===== src/rtl/mux_pkg.sv =====
//============================================================================
// Module : mux_pkg
// Brief  : Shared constants and index-width helpers for the mux family.
// Rev    : 1.0  initial release
//============================================================================
`default_nettype none

package mux_pkg;

    localparam int DATA_W = 32;

    function automatic int clog2(input int value);
        int r;
        r = 0;
        while ((1 << r) < value) begin
            r = r + 1;
        end
        return r;
    endfunction

    // A single channel still needs a one-bit index port.
    function automatic int sel_width(input int n);
        return (clog2(n) < 1) ? 1 : clog2(n);
    endfunction

endpackage : mux_pkg

`default_nettype wire


===== src/rtl/arb_mux_rr_pick.sv =====
//============================================================================
// Module : rr_pick
// Brief  : Combinational round-robin picker: first request at or after ptr.
// Rev    : 1.0  initial release
//============================================================================
`default_nettype none

module rr_pick
    import mux_pkg::*;
#(
    parameter  int N    = 4,
    localparam int SELW = sel_width(N)
) (
    input  logic [N-1:0]    req,
    input  logic [SELW-1:0] ptr,
    output logic [N-1:0]    grant,
    output logic [SELW-1:0] gidx,
    output logic            any_req
);

    int w_hi;
    int w_lo;
    int w_sel;

    // Lowest requester at/above ptr wins; otherwise lowest one below it (wrap).
    always_comb begin
        w_hi = -1;
        w_lo = -1;
        for (int i = N - 1; i >= 0; i--) begin
            if (req[i]) begin
                if (i >= int'(ptr)) begin
                    w_hi = i;
                end else begin
                    w_lo = i;
                end
            end
        end
        w_sel   = (w_hi >= 0) ? w_hi : w_lo;
        any_req = (w_sel >= 0);
        gidx    = any_req ? SELW'(w_sel) : '0;
        grant   = '0;
        for (int i = 0; i < N; i++) begin
            grant[i] = (w_sel == i);
        end
    end

endmodule : rr_pick

`default_nettype wire


===== src/rtl/arb_mux.sv =====
//============================================================================
// Module : arb_mux
// Brief  : N-channel arbitrating mux with valid/ready and registered output.
// Config : ARB_MUX_FIXED_PRIO_EN selects fixed lowest-index priority.
// Rev    : 1.0  initial release
//============================================================================
`default_nettype none

module arb_mux
    import mux_pkg::*;
#(
    parameter  int WIDTH = DATA_W,
    parameter  int N     = 4,
    localparam int SELW  = sel_width(N)
) (
    input  logic                 clk,
    input  logic                 reset,
    input  logic [N-1:0]         in_valid,
    input  logic [N*WIDTH-1:0]   in_data,
    output logic [N-1:0]         in_ready,
    output logic                 out_valid,
    output logic [WIDTH-1:0]     out_data,
    output logic [SELW-1:0]      out_sel,
    input  logic                 out_ready
);

    logic                r_out_valid;
    logic [WIDTH-1:0]    r_out_data;
    logic [SELW-1:0]     r_out_sel;
    logic                w_load;
    logic [N-1:0]        w_req;
    logic [N-1:0]        w_grant;
    logic [SELW-1:0]     w_gidx;
    logic                w_any;
    logic [SELW-1:0]     w_ptr;
    logic [WIDTH-1:0]    w_win_data;

    assign w_load = !r_out_valid || out_ready;
    // Masking requests keeps every grant (and hence in_ready) low in reset and stall.
    assign w_req  = (reset || !w_load) ? '0 : in_valid;

    rr_pick #(.N(N)) u_pick (
        .req     (w_req),
        .ptr     (w_ptr),
        .grant   (w_grant),
        .gidx    (w_gidx),
        .any_req (w_any)
    );

    assign in_ready = w_grant;

    always_comb begin
        w_win_data = '0;
        for (int i = 0; i < N; i++) begin
            if (w_grant[i]) begin
                w_win_data = w_win_data | in_data[i*WIDTH +: WIDTH];
            end
        end
    end

`ifdef ARB_MUX_FIXED_PRIO_EN
    assign w_ptr = '0;
`else
    logic [SELW-1:0] r_ptr;
    logic [SELW-1:0] w_ptr_next;

    // Explicit wrap so non-power-of-two N never points past the last channel.
    assign w_ptr_next = (w_gidx == SELW'(N - 1)) ? '0 : (w_gidx + SELW'(1));
    assign w_ptr      = r_ptr;

    always_ff @(posedge clk) begin
        if (reset) begin
            r_ptr <= '0;
        end else if (w_any) begin
            r_ptr <= w_ptr_next;
        end
    end
`endif

    always_ff @(posedge clk) begin
        if (reset) begin
            r_out_valid <= 1'b0;
            r_out_data  <= '0;
            r_out_sel   <= '0;
        end else if (w_load) begin
            r_out_valid <= w_any;
            if (w_any) begin
                r_out_data <= w_win_data;
                r_out_sel  <= w_gidx;
            end
        end
    end

    assign out_valid = r_out_valid;
    assign out_data  = r_out_data;
    assign out_sel   = r_out_sel;

endmodule : arb_mux

`default_nettype wire

===== config.mk =====
export PLATFORM = sky130hd
export DESIGN_NAME = arb_mux
export DESIGN_NICKNAME = d
export VERILOG_FILES = /design/src/rtl/mux_pkg.sv /design/src/rtl/arb_mux_rr_pick.sv /design/src/rtl/arb_mux.sv
export SDC_FILE = /design/constraint.sdc
export NUM_CORES = 1
export LEC_CHECK = 0
export ABC_AREA = 1
export ABC_CLOCK_PERIOD_IN_PS = 2100
export BUFFER_PORTS_ARGS = -buffer_cell sky130_fd_sc_hd__clkbuf_2
export CAP_MARGIN = 15
export CELL_PAD_IN_SITES_DETAIL_PLACEMENT = 1
export CELL_PAD_IN_SITES_GLOBAL_PLACEMENT = 1
export CORE_MARGIN = 8
export CORE_UTILIZATION = 28
export CTS_BUF_LIST = sky130_fd_sc_hd__clkbuf_2 sky130_fd_sc_hd__clkbuf_4 sky130_fd_sc_hd__clkbuf_8
export DETAILED_ROUTE_END_ITERATION = 10
export PLACE_DENSITY = 0.94
export SLEW_MARGIN = 25
export SYNTH_ARGS = -nofsm -noshare
export SYNTH_HDL_FRONTEND = slang
export SYNTH_SLANG_ARGS = --single-unit

===== constraint.sdc =====
create_clock -name clk -period 2.1 [get_ports clk]
set_clock_uncertainty 0.2 [all_clocks]
set_input_delay 0 -clock clk [delete_from_list [all_inputs] [get_ports clk]]
set_output_delay 0 -clock clk [all_outputs]
set_load 0.005 [all_outputs]

==> impl_metrics.env <==
export IMPL_setup_tns_ps=-1011
export IMPL_hp_start="reset"
export IMPL_cts_buffers=5
export IMPL_clock_sinks=37
export IMPL_drive_gt1_share_pct=35.11
export IMPL_cts_reportedPaths_clkPinSlew_ps=80
export IMPL_hold_path_class="primary input to flip-flop"
export IMPL_power_leakage_nw=3.081
export IMPL_worstRegToRegCells=12
export IMPL_track_usage_pct=29.93
export IMPL_failed_checks="setup timing"
export IMPL_core_region_area_um2=9594
export IMPL_dp_final_hpwl_um=9628
export IMPL_antenna_violations_before_repair=6
export IMPL_critical_path_max_stage_delay_ps=370
export IMPL_detailroute_wirelength_met3_um=1759
export IMPL_dieHeight_um=114.7
export IMPL_floorplan_die_area_um2=13160
export IMPL_commonest_cells_after_routing_fill_and_taps_aside="sky130_fd_sc_hd__clkbuf_2, sky130_fd_sc_hd__dlygate4sd3_1, sky130_fd_sc_hd__nand3_1"
export IMPL_final_min_period_over_clock_period_pct=107.3
export IMPL_worst_path_most_repeated_cell="sky130_fd_sc_hd__nand2_8"
export IMPL_initial_util_pct=28.43
export IMPL_clock_tree_from_tritoncts="yes"
export IMPL_synth_fp_nets=608
export IMPL_timing_final_setup_violations=21
export IMPL_final_net_count=923
export IMPL_drt_wl_total_um=21650
export IMPL_mostFrequentLayoutCell="sky130_fd_sc_hd__clkbuf_2"
export IMPL_finalHoldViolCount=0
export IMPL_timing_critical_path_max_delay_family="simple AND/OR/NAND/NOR gates"
export IMPL_worst_setup_path_startpoint="out_valid"
export IMPL_data_arrival_at_the_endpoint_of_the_critical_path_ps=2050
export IMPL_worst_path_stages=9
export IMPL_route_detailed_drc=0
export IMPL_route_met2_wl_um=11200
export IMPL_drt_first_pass_iters=6
export IMPL_io_count=174
export IMPL_worstSetupStartpointType="flip-flop"
export IMPL_critical_setup_path_kind="flip-flop to output port"
export IMPL_gp_congestion=0.8224
export IMPL_critical_path_endpoint_type="output port"
export IMPL_grt_start_max_net_pins=38
export IMPL_route_detailed_wl_per_inst_um=23.33
export IMPL_power_per_cell_area_nw_per_um2=681.4
export IMPL_drt_met1_wl_um=7208
export IMPL_core_rowCount=36
export IMPL_max_cap_viol_count=0
export IMPL_status="complete, but fails checks"
export IMPL_clock_tree_buffer_depth=2
export IMPL_synth_seq_cells=37
export IMPL_top_layer_used="met4"
export IMPL_number_of_global_route_vias_before_repair=5567
export IMPL_die_x_um=114.7
export IMPL_synthDistinctLibCells=24
export IMPL_clk_root_buffer_cell="sky130_fd_sc_hd__clkbuf_8"
export IMPL_cts_htree_levels=2
export IMPL_fin_hold_ws_ps=119.0
export IMPL_vdd_ir_drop_max_v=0.0003503
export IMPL_crit_slowest_cell="sky130_fd_sc_hd__dfxtp_4"
export IMPL_ys_warn_count=0
export IMPL_maxSlewHeadroom_pct=78.61
export IMPL_crit_buf_inv=3
export IMPL_path_cells="nand2_4 -> nand4_1 -> buf_4 -> a21boi_4 -> nand2_8 -> inv_6 -> nand2_8 -> nor2_2 -> clkbuf_2"
export IMPL_port_buffers=173
export IMPL_syn_mean_instance_area_um2=5.767
export IMPL_clock_network_latency_to_the_later_pin_of_the_worst_skew_pair_ps=290
export IMPL_grt_pass1_wl_um=30460
export IMPL_timing_rr_start="out_valid"
export IMPL_worstPathMaxFanout=18
export IMPL_slew_worst_pin_ps=317.4
export IMPL_final_instance_count_excl_fill=928
export IMPL_drt_initial_drc_count=293
export IMPL_worstPathRequired_ps=1900
export IMPL_hold_path_stages=5
export IMPL_netlist_area_um2=2728
export IMPL_final_period_minus_worst_setup_slack_ps=2253
export IMPL_vias_per_cell=5.309
export IMPL_final_max_slew_viol_count=0
export IMPL_detail_route_antenna_nets=0
export IMPL_postLayoutSetupSlackWorst_ps=-153.0
export IMPL_unrepaired_setup_endpoints_after_global_routing="yes"
export IMPL_post_place_cells=768
export IMPL_netlist_instances=473
export IMPL_achievable_clock_frequency_mhz=443.8
export IMPL_flow_area_growth_from_synthesis_pct=107.8
export IMPL_ys_seq_area_share_pct=27.16
export IMPL_via_count=4927
export IMPL_total_congestion_overflow=0
export IMPL_placement_setup_worst_slack_ps=-38.97
logic make-up (layout without fill, tap and decap cells):
logic type	count (synthesis)	in the layout	synth area share, %
flip-flops	37	37	27.16
AO/OA/AOI/OAI	57	57	11.51
buffers and inverters	121	437	18.26
other	0	6	0
AND/OR/NAND/NOR	258	258	43.07
synthesized netlist by cell type:
| library cell | count | share of area, % |
|---|---|---|
| sky130_fd_sc_hd__a21boi_1 | 1 | 0.28 |
| sky130_fd_sc_hd__a21boi_2 | 1 | 0.41 |
| sky130_fd_sc_hd__a21oi_1 | 1 | 0.18 |
| sky130_fd_sc_hd__a21oi_2 | 1 | 0.32 |
| sky130_fd_sc_hd__a21oi_4 | 1 | 0.60 |
| sky130_fd_sc_hd__buf_2 | 17 | 3.1 |
| sky130_fd_sc_hd__buf_4 | 2 | 0.55 |
| sky130_fd_sc_hd__buf_6 | 2 | 0.83 |
| sky130_fd_sc_hd__clkbuf_1 | 8 | 1.1 |
| sky130_fd_sc_hd__dfxtp_1 | 37 | 27 |
| sky130_fd_sc_hd__inv_1 | 87 | 12 |
| sky130_fd_sc_hd__inv_2 | 5 | 0.69 |
| sky130_fd_sc_hd__nand2_1 | 65 | 8.9 |
| sky130_fd_sc_hd__nand2_2 | 4 | 0.92 |
| sky130_fd_sc_hd__nand2_4 | 1 | 0.41 |
| sky130_fd_sc_hd__nand3_1 | 112 | 21 |
| sky130_fd_sc_hd__nand3_2 | 1 | 0.37 |
| sky130_fd_sc_hd__nand4_1 | 9 | 2.1 |
| sky130_fd_sc_hd__nor2_1 | 62 | 8.5 |
| sky130_fd_sc_hd__nor2_2 | 2 | 0.46 |
| sky130_fd_sc_hd__nor2_4 | 2 | 0.83 |
| sky130_fd_sc_hd__o211ai_1 | 2 | 0.55 |
| sky130_fd_sc_hd__o21ai_0 | 29 | 5.3 |
| sky130_fd_sc_hd__o21ai_1 | 21 | 3.9 |
worst reg2reg max path: stages, from the launching register on:
cell	delay [ps]
sky130_fd_sc_hd__dfxtp_4	370
sky130_fd_sc_hd__nand2_4	100
sky130_fd_sc_hd__nand4_1	160
sky130_fd_sc_hd__buf_4	190
sky130_fd_sc_hd__a21boi_4	220
sky130_fd_sc_hd__nand2_8	160
sky130_fd_sc_hd__buf_12	190
sky130_fd_sc_hd__nand3_1	120
sky130_fd_sc_hd__nand2_1	120
sky130_fd_sc_hd__inv_2	70
sky130_fd_sc_hd__nand3_2	70
sky130_fd_sc_hd__nand2_1	80
sky130_fd_sc_hd__inv_1	60
state kept, by name, summed over array words and instances (netlist names):
name / count
out_sel: 2
out_data: 32
r_ptr: 2
out_valid: 1
layer usage:
layer,vias up,GRT usage [%]
li1,2139,-
met1,2321,26.75
met2,347,55.23
met3,120,9.599
met4,0,22.50
met5,-,1.563
timing repair:
item / in CTS / in global routing
buffers inserted: 2 / 10
pin swaps: 1 / 16
resized for setup: 2 / 75
hold buffers: 131 / 0
gates cloned: 0 / 3
hold endpoints to repair: 35 / 0
endpoints found under the setup margin: 18 / 39
power breakdown:
part / total, W / switching (W) / internal, W
Sequential: 0.000975 / 0.000113 / 0.000862
Combinational: 0.00232 / 0.00134 / 0.000978
Clock: 0.000569 / 0.000272 / 0.000297
Total: 0.00386 / 0.00172 / 0.00214
final cells by class:
cell class / instances / area [um^2]
Clock inverter: 1 / 5.005
Antenna cell: 6 / 15.01
Clock buffer: 7 / 96.34
Multi-Input combinational cell: 315 / 1695
Sequential cell: 37 / 749.5
Timing Repair Buffer: 337 / 2590
Inverter: 92 / 350.3
Fill cell: 1239 / 3926
Tap cell: 133 / 166.4
path summary, 6_finish.rpt:
check                                     to  slack (ps)
worst max-delay path             in_ready[3]        -150
worst min-delay path               out_valid         120
worst max register to register  out_data[31]        -130
worst min register to register      r_ptr[0]         290
stage by stage:
stage | total power, W | instance area, um^2 | utilization [%]
after floorplan | 0.001866 | 2728 | -
after global placement | 0.002453 | 3780 | 39.40
after detailed placement | 0.002534 | 3780 | 39.40
after CTS | 0.003323 | 5215 | 54.36
after global routing | 0.004066 | 5668 | 59.08
final | 0.003862 | 5668 | 59.08
Note: power is estimated with default switching activity, not from simulation.
